$ cat src/rtl/ab_stim_gen.sv
// Two-bit {A,B} stimulus replayer with per-symbol Z response checking.
// Symbols come from a small write-protected memory; Z mismatches are counted with saturation.
module ab_stim_gen #(
   parameter  int DEPTH = 8,
   parameter  int CNT_W = 8,
   localparam int AW    = $clog2(DEPTH)
) (
   input  logic             CLK,
   input  logic             RST_N,
   input  logic             WR_EN,
   input  logic [AW-1:0]    WR_ADDR,
   input  logic [2:0]       WR_DATA,
   input  logic [AW:0]      LEN,
   input  logic [CNT_W-1:0] HOLD,
   input  logic [CNT_W-1:0] LOOPS,
   input  logic             START,
   input  logic             ABORT,
   input  logic             Z,
   output logic             A,
   output logic             B,
   output logic             BUSY,
   output logic             SYM_STRB,
   output logic [AW-1:0]    SYM_IDX,
   output logic             DONE,
   output logic [CNT_W-1:0] ERR_CNT
);

   typedef enum logic {IDLE, DRIVE} state_t;

   localparam logic [AW:0] DEPTH_LEN = (AW+1)'(DEPTH);

   state_t           state_q, state_d;
   logic [2:0]       mem_q [DEPTH];
   logic [2:0]       mem_d [DEPTH];
   logic [AW:0]      len_q, len_d;
   logic [CNT_W-1:0] hold_q, hold_d;
   logic [CNT_W-1:0] loops_q, loops_d;
   logic [CNT_W-1:0] hold_cnt_q, hold_cnt_d;
   logic [CNT_W-1:0] pass_q, pass_d;
   logic [CNT_W-1:0] err_q, err_d;
   logic [AW-1:0]    idx_q, idx_d;
   logic             a_q, a_d, b_q, b_d;
   logic             busy_q, busy_d, strb_q, strb_d, done_q, done_d;

   logic [CNT_W-1:0] hold_eff;
   logic [AW-1:0]    idx_nxt;
   logic             len_ok, win_last, sym_last, pass_last;

   // NOTE: every always_comb output gets a default first, so no path leaves a latch behind.
   always_comb begin
      state_d    = state_q;
      mem_d      = mem_q;
      len_d      = len_q;
      hold_d     = hold_q;
      loops_d    = loops_q;
      hold_cnt_d = hold_cnt_q;
      pass_d     = pass_q;
      err_d      = err_q;
      idx_d      = idx_q;
      a_d        = a_q;
      b_d        = b_q;
      busy_d     = busy_q;
      strb_d     = 1'b0;
      done_d     = 1'b0;
      idx_nxt    = '0;

      len_ok    = (LEN != '0) && (LEN <= DEPTH_LEN);
      hold_eff  = (hold_q == '0) ? CNT_W'(1) : hold_q;
      win_last  = (hold_cnt_q == hold_eff - 1'b1);
      sym_last  = ({1'b0, idx_q} == len_q - 1'b1);
      pass_last = (pass_q == loops_q);

      case (state_q)
         IDLE: begin
            if (WR_EN) mem_d[WR_ADDR] = WR_DATA;
            if (START && !ABORT && len_ok) begin
               state_d    = DRIVE;
               len_d      = LEN;
               hold_d     = HOLD;
               loops_d    = LOOPS;
               idx_d      = '0;
               pass_d     = '0;
               hold_cnt_d = '0;
               err_d      = '0;
               busy_d     = 1'b1;
               strb_d     = 1'b1;
               a_d        = mem_q[0][2];
               b_d        = mem_q[0][1];
            end
         end
         DRIVE: begin
            if (ABORT) begin
               // Window in progress is abandoned unchecked; ERR_CNT keeps its value.
               state_d = IDLE;
               busy_d  = 1'b0;
               a_d     = 1'b0;
               b_d     = 1'b0;
            end else if (win_last) begin
               if ((Z != mem_q[idx_q][0]) && (err_q != '1)) err_d = err_q + 1'b1;
               hold_cnt_d = '0;
               if (sym_last && pass_last) begin
                  state_d = IDLE;
                  busy_d  = 1'b0;
                  done_d  = 1'b1;
                  a_d     = 1'b0;
                  b_d     = 1'b0;
               end else begin
                  idx_nxt = sym_last ? '0 : idx_q + 1'b1;
                  idx_d   = idx_nxt;
                  if (sym_last) pass_d = pass_q + 1'b1;
                  strb_d  = 1'b1;
                  a_d     = mem_q[idx_nxt][2];
                  b_d     = mem_q[idx_nxt][1];
               end
            end else begin
               hold_cnt_d = hold_cnt_q + 1'b1;
            end
         end
         default: state_d = IDLE;
      endcase
   end

   // NOTE: sequential state uses non-blocking assignments only, so all flops update together.
   always_ff @(posedge CLK or negedge RST_N) begin
      if (!RST_N) begin
         state_q    <= IDLE;
         // NOTE: the symbol memory is reset too, because a run after reset must replay all-zero symbols.
         for (int i = 0; i < DEPTH; i++) mem_q[i] <= '0;
         len_q      <= '0;
         hold_q     <= '0;
         loops_q    <= '0;
         hold_cnt_q <= '0;
         pass_q     <= '0;
         err_q      <= '0;
         idx_q      <= '0;
         a_q        <= 1'b0;
         b_q        <= 1'b0;
         busy_q     <= 1'b0;
         strb_q     <= 1'b0;
         done_q     <= 1'b0;
      end else begin
         state_q    <= state_d;
         mem_q      <= mem_d;
         len_q      <= len_d;
         hold_q     <= hold_d;
         loops_q    <= loops_d;
         hold_cnt_q <= hold_cnt_d;
         pass_q     <= pass_d;
         err_q      <= err_d;
         idx_q      <= idx_d;
         a_q        <= a_d;
         b_q        <= b_d;
         busy_q     <= busy_d;
         strb_q     <= strb_d;
         done_q     <= done_d;
      end
   end

   assign A        = a_q;
   assign B        = b_q;
   assign BUSY     = busy_q;
   assign SYM_STRB = strb_q;
   assign SYM_IDX  = idx_q;
   assign DONE     = done_q;
   assign ERR_CNT  = err_q;

endmodule

$ cat config.mk
export PLATFORM = sky130hd
export DESIGN_NAME = ab_stim_gen
export DESIGN_NICKNAME = d
export VERILOG_FILES = /design/src/rtl/ab_stim_gen.sv
export SDC_FILE = /design/constraint.sdc
export NUM_CORES = 1
export LEC_CHECK = 0
export ABC_AREA = 1
export CORE_MARGIN = 1.5
export CORE_UTILIZATION = 35
export DETAILED_ROUTE_END_ITERATION = 7
export PLACE_DENSITY = 0.59
export SETUP_SLACK_MARGIN = 0.15
export SYNTH_ARGS = -nofsm -noshare
export SYNTH_HDL_FRONTEND = slang
export SYNTH_SLANG_ARGS = --single-unit
$ cat constraint.sdc
create_clock -name CLK -period 2.8 [get_ports CLK]
set_input_delay 0.28 -clock CLK [delete_from_list [all_inputs] [get_ports CLK]]
set_output_delay 0.28 -clock CLK [all_outputs]
set_load 0.02 [all_outputs]
# Yosys cells after proc, flatten, opt, wreduce, memory -nomap -nowiden
# Cells that the tools add are included.
[totals]
register_bits = 77
word_cells = 122
[op_classes]
n_addsub = 6
order_cmp = 5
n_eq_ne = 13
muxes = 56
bitwise_logic = 4
reduce_logical = 17
[op_table]
columns = ["cell", "count"]
rows = [
  ["$mux 8", 11],
  ["$pmux 8 s2", 3],
  ["$add 8x1->8 const B", 3],
  ["$bwmux 24", 1],
  ["$mux 1", 24],
  ["$mux 3", 8],
  ["$bmux 3 s3", 2],
  ["$eq 8x8->1", 2],
  ["$ge 4x4->1 const B", 3],
  ["$not 3->4", 3],
  ["$pmux 1 s2", 5],
  ["$demux 3 s3", 1],
  ["$logic_not 8->1", 1],
  ["$ne 8x8->1 const B", 1],
  ["$reduce_and 2->1", 4],
  ["$reduce_and 4->1", 2],
  ["$sub 8x1->8 const B", 1],
  ["$logic_and 1x1->1", 6],
  ["$ne 2x1->1 const B", 3],
  ["$ne 2x2->1 const B", 3],
  ["$ne 3x2->1 const B", 2],
  ["$pmux 3 s2", 1],
  ["$reduce_and 5->1", 1],
  ["$eq 3x4->1", 1],
  ["other kinds (9)", 9],
]

# Depth between registers and ports, before layout
# Gate-level depths: netlist of run 1.
[depth]
word_depth = 11
mapped_depth = 19

# Least setup slack after synthesis of run 1
# Ideal clock, no wire load.
[synth_timing]
path_kind = "register -> register"
startpoint = "reg hold_q[2]"
endpoint = "reg err_q[0] (netlist: ERR_CNT[0])"
setup_ns = 0.118
arrival_time_ns = 2.091
slack_ns = 0.592
stages_incl_launch_ff = 20
synth_period_minus_slack_ns = 2.208
path_cell_list = "dfrtp_1 nor2_2 nand2_2 nor2_2 nor2_2 ha_1 inv_1 nand2_1 nand3_1 nand3_1 nor2_1 nand2_1 nor2_2 nand3_2 nand2_2 inv_4 nor2_8 nand2_2 nand2_1 nand2_1"
[synth_via]
elab_chain_cells = 6
[synth_lines]
columns = ["item", "line", "source"]
rows = [
  ["start, declared", "36", "logic [CNT_W-1:0] hold_q, hold_d;"],
  ["start signal, assigned", "145", "hold_q <= hold_d;"],
  ["$logic_not 8->1", "68", "hold_eff = (hold_q == '0) ? CNT_W'(1) : hold_q;"],
  ["$mux 8 *", "68", ""],
  ["$sub 8x1->8 *", "69", "win_last = (hold_cnt_q == hold_eff - 1'b1);"],
  ["$eq 8x8->1 *", "69", ""],
  ["$ne 2x1->1 (no source line) *", "--", ""],
  ["$reduce_and 4->1 (no source line) *", "--", ""],
  ["end signal, assigned", "149", "err_q <= err_d;"],
  ["end, declared", "40", "logic [CNT_W-1:0] err_q, err_d;"],
]
# Every way passes the cells marked *; elsewhere a longest branch is shown, timed or not.
# A chain may end at the register's enable or synchronous reset.

# Worst setup path after layout of run 1
[layout_timing]
startpoint = "reg hold_q[2]"
endpoint = "reg err_q[2] (netlist: ERR_CNT[2])"
# Same word-level chain as after synthesis.

==> flow_summary.ini, run 1 <==
[synth]
synth_top_area_share_pct = 44.9
synth_common_cells = nand2_1, dfrtp_1, nor2_1
synth_cell_type_count = 30
ys_seq_area_share_pct = 44.9
syn-cell-area_um2 = 4290
synthMuxAreaShare_pct = 0
yosysMostFrequentCell = nand2_1
synthCells = 570
synth_compound_area_share_pct = 7.17
synthSimpleGateAreaFrac_pct = 35.1
synth_area_leaders = dfrtp_1, nand2_1, nand3_1, o21ai_0, nor2_1
async_flop_share_pct = 100
yosys.area_share.xor_xnor_pct = 5.10
synth_top_cell_by_area = dfrtp_1
synth-main-ff-cell = dfrtp_1
avgSynthCellArea_um2 = 7.53
ys_ff_latch = 77
syn-num-nets = 608
synth_edf_count = 0
yosys_warnings = 0
synth_top_family_by_area = simple AND/OR/NAND/NOR gates
synth_fa_ha_area_share_pct = 1.75

[global_routing]
met1_usage_pct = 21.8
grtUsageMet3_pct = 4.14
grt_util_all_layers_pct = 17.0
top_usage_layer = met2
grt_start_max_net_pins = 78
antenna_found_initial = 0
grt_remaining_overflow = 0
grt_pass1_wl_um = 17500
grt_use_met2_pct = 27.5
grt_pass1_vias = 3747

[sta]
max_freq_ghz = 0.412
finalSetupViolCount = 0
drv_slew = 0
worst_clock_skew_ns = 0.00891
whs_ns = 0.0939
tns_ns = 0
rsz0062_at_grt = false
slew-limit-headroom_pct = 34.7
period_needed_ns = 2.43
finalHoldViolCount = 0
timing.final.crit_share_pct = 86.8
worstMarginPinSlew_ns = 0.980

[flow_run]
cap_violations = 0

[routing]
vias_per_cell = 4.82
wl_um = 10100
ant_nets = 0
drt_iter0_drc = 117
firstDrtPassIters = 4
route.detailed.drc = 0
via_count = 3782
wire_per_inst_um = 12.9

[setup_path]
worstPathArrival_ns = 2.70
critPathKind = reg2reg
critPathCaptureType = flip-flop
reg2reg_depth = 17
required_ns = 3.07
path_max_fanout = 5
crit_path_start_kind = flip-flop

[cts]
clk_pin_slew_ns = 0.06
clk_path_buf_depth = 2
clk_latency_ns = 0.34
cts_buffers = 9
cts.sinks = 77
cts_htree_levels = 3
cts_tree = yes
clockRootBuffer = clkbuf_16

[layout]
nNetsFinal = 670
area_growth_pct = 22.8
diodes = 0
final_area_um2 = 5270
utilization_pct = 44.0
layout-drive-gt1-share_pct = 9.26

[floorplanning]
dieHeight_um = 114
start_util_pct = 35.9
die_x_um = 114
ioPinCount = 48
num_rows = 40
core_area_um2 = 12000
fp.dieArea_um2 = 12900

[place]
place_congestion = 0.867
placed_area_um2 = 4930
port_buffers = 47
dp_hpwl_um = 7350

[power_and_ir_drop]
peakVddDrop_uv = 340
leakage_nw = 2.54
totalPowerFinal_w = 0.00357
power.density_nw_per_um2 = 677

[outcome]
outcome = finished, final reports clean

[hold_path]
hold_path_class = in2async
state kept, by name (all words and copies together) (netlist names):
signal	count
A	1
B	1
BUSY	1
DONE	1
ERR_CNT	8
SYM_IDX	3
SYM_STRB	1
hold_cnt_q	8
hold_q	8
len_q	4
loops_q	8
mem_q	24
pass_q	8
state_q	1
cell type report:
class / count / area, um2
sequential: 77 / 1930
timing repair buffer: 60 / 578
inverter: 54 / 205
fill: 1159 / 6690
clock buffer: 11 / 233
multi-input combinational: 430 / 2110
tap: 147 / 184
clock inverter: 5 / 27.5
cell families after synthesis:
family,count (synthesis)
AND/OR/NAND/NOR,339
flip-flops,77
buffers and inverters,63
AO/OA/AOI/OAI,60
XOR/XNOR,25
adder cells (fa/ha/maj),6
cells in the final DEF (no fill, tap or decap), drive strengths merged, types with 2 or more instances in the layout:
cell,count
clkinv,4
nand3b,3
or2,2
nor3,13
nand3,53
clkbuf,11
xor2,21
dfrtp,77
inv,54
nor2,65
nand4,8
a21oi,14
clkdlybuf4s50,46
o21bai,2
o21ai,43
xnor2,4
nand2,192
nor4,2
buf,14
ha,6
through the flow:
step	instances	setup slack, ns
after global placement	759	0.329
after global routing	784	0.142
after CTS	775	0.227
final	784	0.370
after detailed placement	759	0.243
after floorplan	570	0.592
timing repair:
action | in CTS | in global routing
hold buffers | 0 | 0
gates resized for setup | 0 | 3
endpoints found under the setup margin | 0 | 17
buffers inserted | 0 | 9
worst max-delay path: stages (launching register included):
cell and delay [ns]:
dfrtp_1 0.42, nor2_2 0.15, nand2_2 0.08, nor2_2 0.09
nor2_2 0.06, ha_2 0.32, xor2_1 0.13, nand2_1 0.06
nor2_1 0.10, nand2_1 0.07, nor2_2 0.14, nand3_2 0.11
nand2_2 0.11, inv_4 0.07, nor2_8 0.14, buf_4 0.15
nand3_1 0.07, nand2_1 0.08
path summary, 6_finish.rpt:
kind / start / endpoint / slack, ns
worst max register to register: hold_q[2] / ERR_CNT[2] / 0.37
worst min-delay path: RST_N / loops_q[7] / 0.09
worst min register to register: mem_q[3] / mem_q[3] / 0.48
min in group CLK: LOOPS[7] / loops_q[7] / 0.47
max in group asynchronous: RST_N / hold_q[6] / 2.04
worst max-delay path: hold_q[2] / ERR_CNT[2] / 0.37
power breakdown:
| part | internal, W | total (W) | switching (W) |
|---|---|---|---|
| clock | 0.000594 | 0.00103 | 0.000437 |
| sequential | 0.00131 | 0.00149 | 0.000172 |
| combinational | 0.000423 | 0.00105 | 0.000626 |
| total | 0.00233 | 0.00357 | 0.00124 |
routing by layer:
metal	routed length, um	vias to the layer above
li1	-	1948
met1	4740	1747
met2	4690	68
met3	405	19
met4	258	0
met5	0	-
Note: power is estimated with default switching activity, not from simulation.
==> run 2, diff against run 1 <==
--- a/config.mk
+++ b/config.mk
@@ -6,10 +6,10 @@
 export NUM_CORES = 1
 export LEC_CHECK = 0
 export ABC_AREA = 1
-export CORE_MARGIN = 1.5
+export CORE_MARGIN = 5
 export CORE_UTILIZATION = 35
 export DETAILED_ROUTE_END_ITERATION = 7
-export PLACE_DENSITY = 0.59
+export PLACE_DENSITY = 0.61
 export SETUP_SLACK_MARGIN = 0.15
 export SYNTH_ARGS = -nofsm -noshare
 export SYNTH_HDL_FRONTEND = slang
==> constraint.sdc (replaced) <==
create_clock -name CLK -period 2.05 [get_ports CLK]
set_input_delay 0.205 -clock CLK [delete_from_list [all_inputs] [get_ports CLK]]
set_output_delay 0.205 -clock CLK [all_outputs]
set_load 0.02 [all_outputs]
==> run 2 against run 1 <==
  * The flow now finishes with violations (negative setup slack)
  * Cell area increased by 10%
  * Count of clock-buffer cells in the layout increased by 1
  * Wire length increased by 8.4%
  * Final cell count increased by 6.3%
  * Clock power increased by 44%
  * Clock skew decreased by 0.00071 ns
  * Critical path type unchanged
  * Largest power group unchanged
  * Highest routed layer unchanged
==> flow_summary.ini, run 2 (synthesized netlist as in run 1, its figures left out) <==
[cts]
clk_pin_slew_ns = 0.06
clockRootBuffer = clkbuf_16
cts_htree_levels = 3
cts.sinks = 77
clk_latency_ns = 0.34
clk_path_buf_depth = 2
cts_tree = yes
cts_buffers = 9

[power_and_ir_drop]
peakVddDrop_uv = 419
leakage_nw = 2.82
totalPowerFinal_w = 0.00532
pwr-share-comb_pct = 34.5
clock_power_share_pct = 27.9
swShare_pct = 33.8
power.density_nw_per_um2 = 917
p_switching_w = 0.00180
p_seq_share_pct = 37.6
p_int_w = 0.00352

[setup_path]
path_max_fanout = 8
timing.rr.end = pass_q[1]
timing.rr.start = hold_q[3]
required_ns = 2.28
crit_path_start_kind = flip-flop
reg2reg_slack_ns = -0.23
worstPathArrival_ns = 2.51
critPathCaptureType = flip-flop
critPathKind = reg2reg
reg2reg_depth = 17

[floorplanning]
core_area_um2 = 12000
start_util_pct = 35.7
die_x_um = 121
ioPinCount = 48
fp.dieArea_um2 = 14600
num_rows = 40
dieHeight_um = 121

[global_routing]
grt_remaining_overflow = 0
met1_usage_pct = 20.7
top_usage_layer = met2
antenna_found_initial = 0
grt_use_met2_pct = 26.4
grt_pass1_wl_um = 19100
grtUsageMet3_pct = 4.77
grt_pass1_vias = 4070
grt_util_all_layers_pct = 16.2
grt_start_max_net_pins = 43

[routing]
wire_per_inst_um = 13.1
via_count = 4020
route.detailed.drc = 0
wl_um = 10900
vias_per_cell = 4.83
ant_nets = 0
drt_iter0_drc = 215
firstDrtPassIters = 5

[layout]
regMostFlops = mem_q
final_cell_mix = nand2_1, dfrtp_1, nor2_1
area_growth_pct = 35.2
final_common_cell = nand2_1
largest_reg_flops = 24
fin_cells = 833
layout-drive-gt1-share_pct = 18.1
utilization_pct = 48.3
diodes = 0
fillers = 1169
nNetsFinal = 719

[sta]
period_needed_ns = 2.28
drv_slew = 0
tns_ns = -6.05
worstMarginPinSlew_ns = 0.628
finalHoldViolCount = 0
finalSetupViolCount = 33
rsz0062_at_grt = true
worst_clock_skew_ns = 0.00820
timing.final.crit_share_pct = 111
setup_slack_ns = -0.228
slew-limit-headroom_pct = 57.8
max_freq_ghz = 0.439

[flow_run]
cap_violations = 0

[hold_path]
hold_path_class = in2async

[outcome]
outcome = finished with violations
violations = negative setup slack

[place]
port_buffers = 47
dp.cells = 801
place_congestion = 0.870
dp_hpwl_um = 8020
pre_cts_ws_ns = -0.266
-- run 2: what timing repair did --
action | in CTS | in global routing
pin swaps | 11 | 6
gates resized for setup | 15 | 22
setup buffers | 13 | 2
setup endpoints to repair | 32 | 33
hold buffers | 1 | 0
endpoints found under the hold margin | 35 | 0
-- run 2: power groups by stage --
stage | Combinational [W] | Sequential [W] | Clock (W)
floorplan | 0.00101 | 0.00202 | 0
global placement | 0.00162 | 0.00202 | 0
detailed placement | 0.00165 | 0.00202 | 0
CTS | 0.00177 | 0.00200 | 0.00154
global route | 0.00207 | 0.00204 | 0.00161
finish | 0.00183 | 0.00200 | 0.00148
-- run 2: worst max path at each step --
stage,end,from,slack (ns),cells past startpoint
5_1_grt,ERR_CNT[4],hold_q[3],-0.38,17
3_3_place_gp,hold_cnt_q[5],hold_q[3],-0.19,16
2_1_floorplan,ERR_CNT[7],hold_q[3],-0.12,17
6_report,pass_q[1],hold_q[3],-0.23,17
3_5_place_dp,SYM_IDX[1],hold_q[3],-0.27,18
4_1_cts,ERR_CNT[0],hold_q[2],-0.20,17
-- run 2: area by class of cell --
| cell class | count | area [um2] | share of cell area [%] |
|---|---|---|---|
| clock inverters | 4 | 22.5 | 0.388 |
| well taps | 147 | 184 | 3.17 |
| inverters | 54 | 213 | 3.67 |
| flip-flops and latches | 77 | 1930 | 33.2 |
| repair buffers | 109 | 1010 | 17.4 |
| multi-input cells | 430 | 2190 | 37.7 |
| clock buffers | 12 | 256 | 4.42 |
-- run 2: worst max-delay path: stages, from the launching register on --
cell     delay (ns)
dfrtp_1        0.39
nor2_2         0.14
nand2_2        0.09
nor2_2         0.11
nor2_2         0.06
ha_4           0.26
xor2_1         0.14
nand2_1        0.06
nor2_1         0.08
nand2_1        0.06
nor2_2         0.11
nand3_2        0.12
nand2_4        0.11
inv_8          0.05
nor2_8         0.12
nand2_4        0.11
nand2_1        0.08
nand2_1        0.06
-- run 2: stage by stage --
| stage | cell area, um2 | hold WS [ns] |
|---|---|---|
| after floorplan | 4310 | -0.0906 |
| after global placement | 5290 | 0.204 |
| after detailed placement | 5290 | 0.210 |
| after CTS | 5720 | 0.378 |
| after global routing | 5800 | 0.402 |
| final | 5800 | 0.377 |
-- run 2: per-layer routing --
layer  part of all wire (%)  wire length, um  up-vias
li1                       -                -     2053
met1                     46             5040     1873
met2                     48             5270       76
met3                    3.8              417       18
met4                    1.9              206        0
met5                      0                0        -
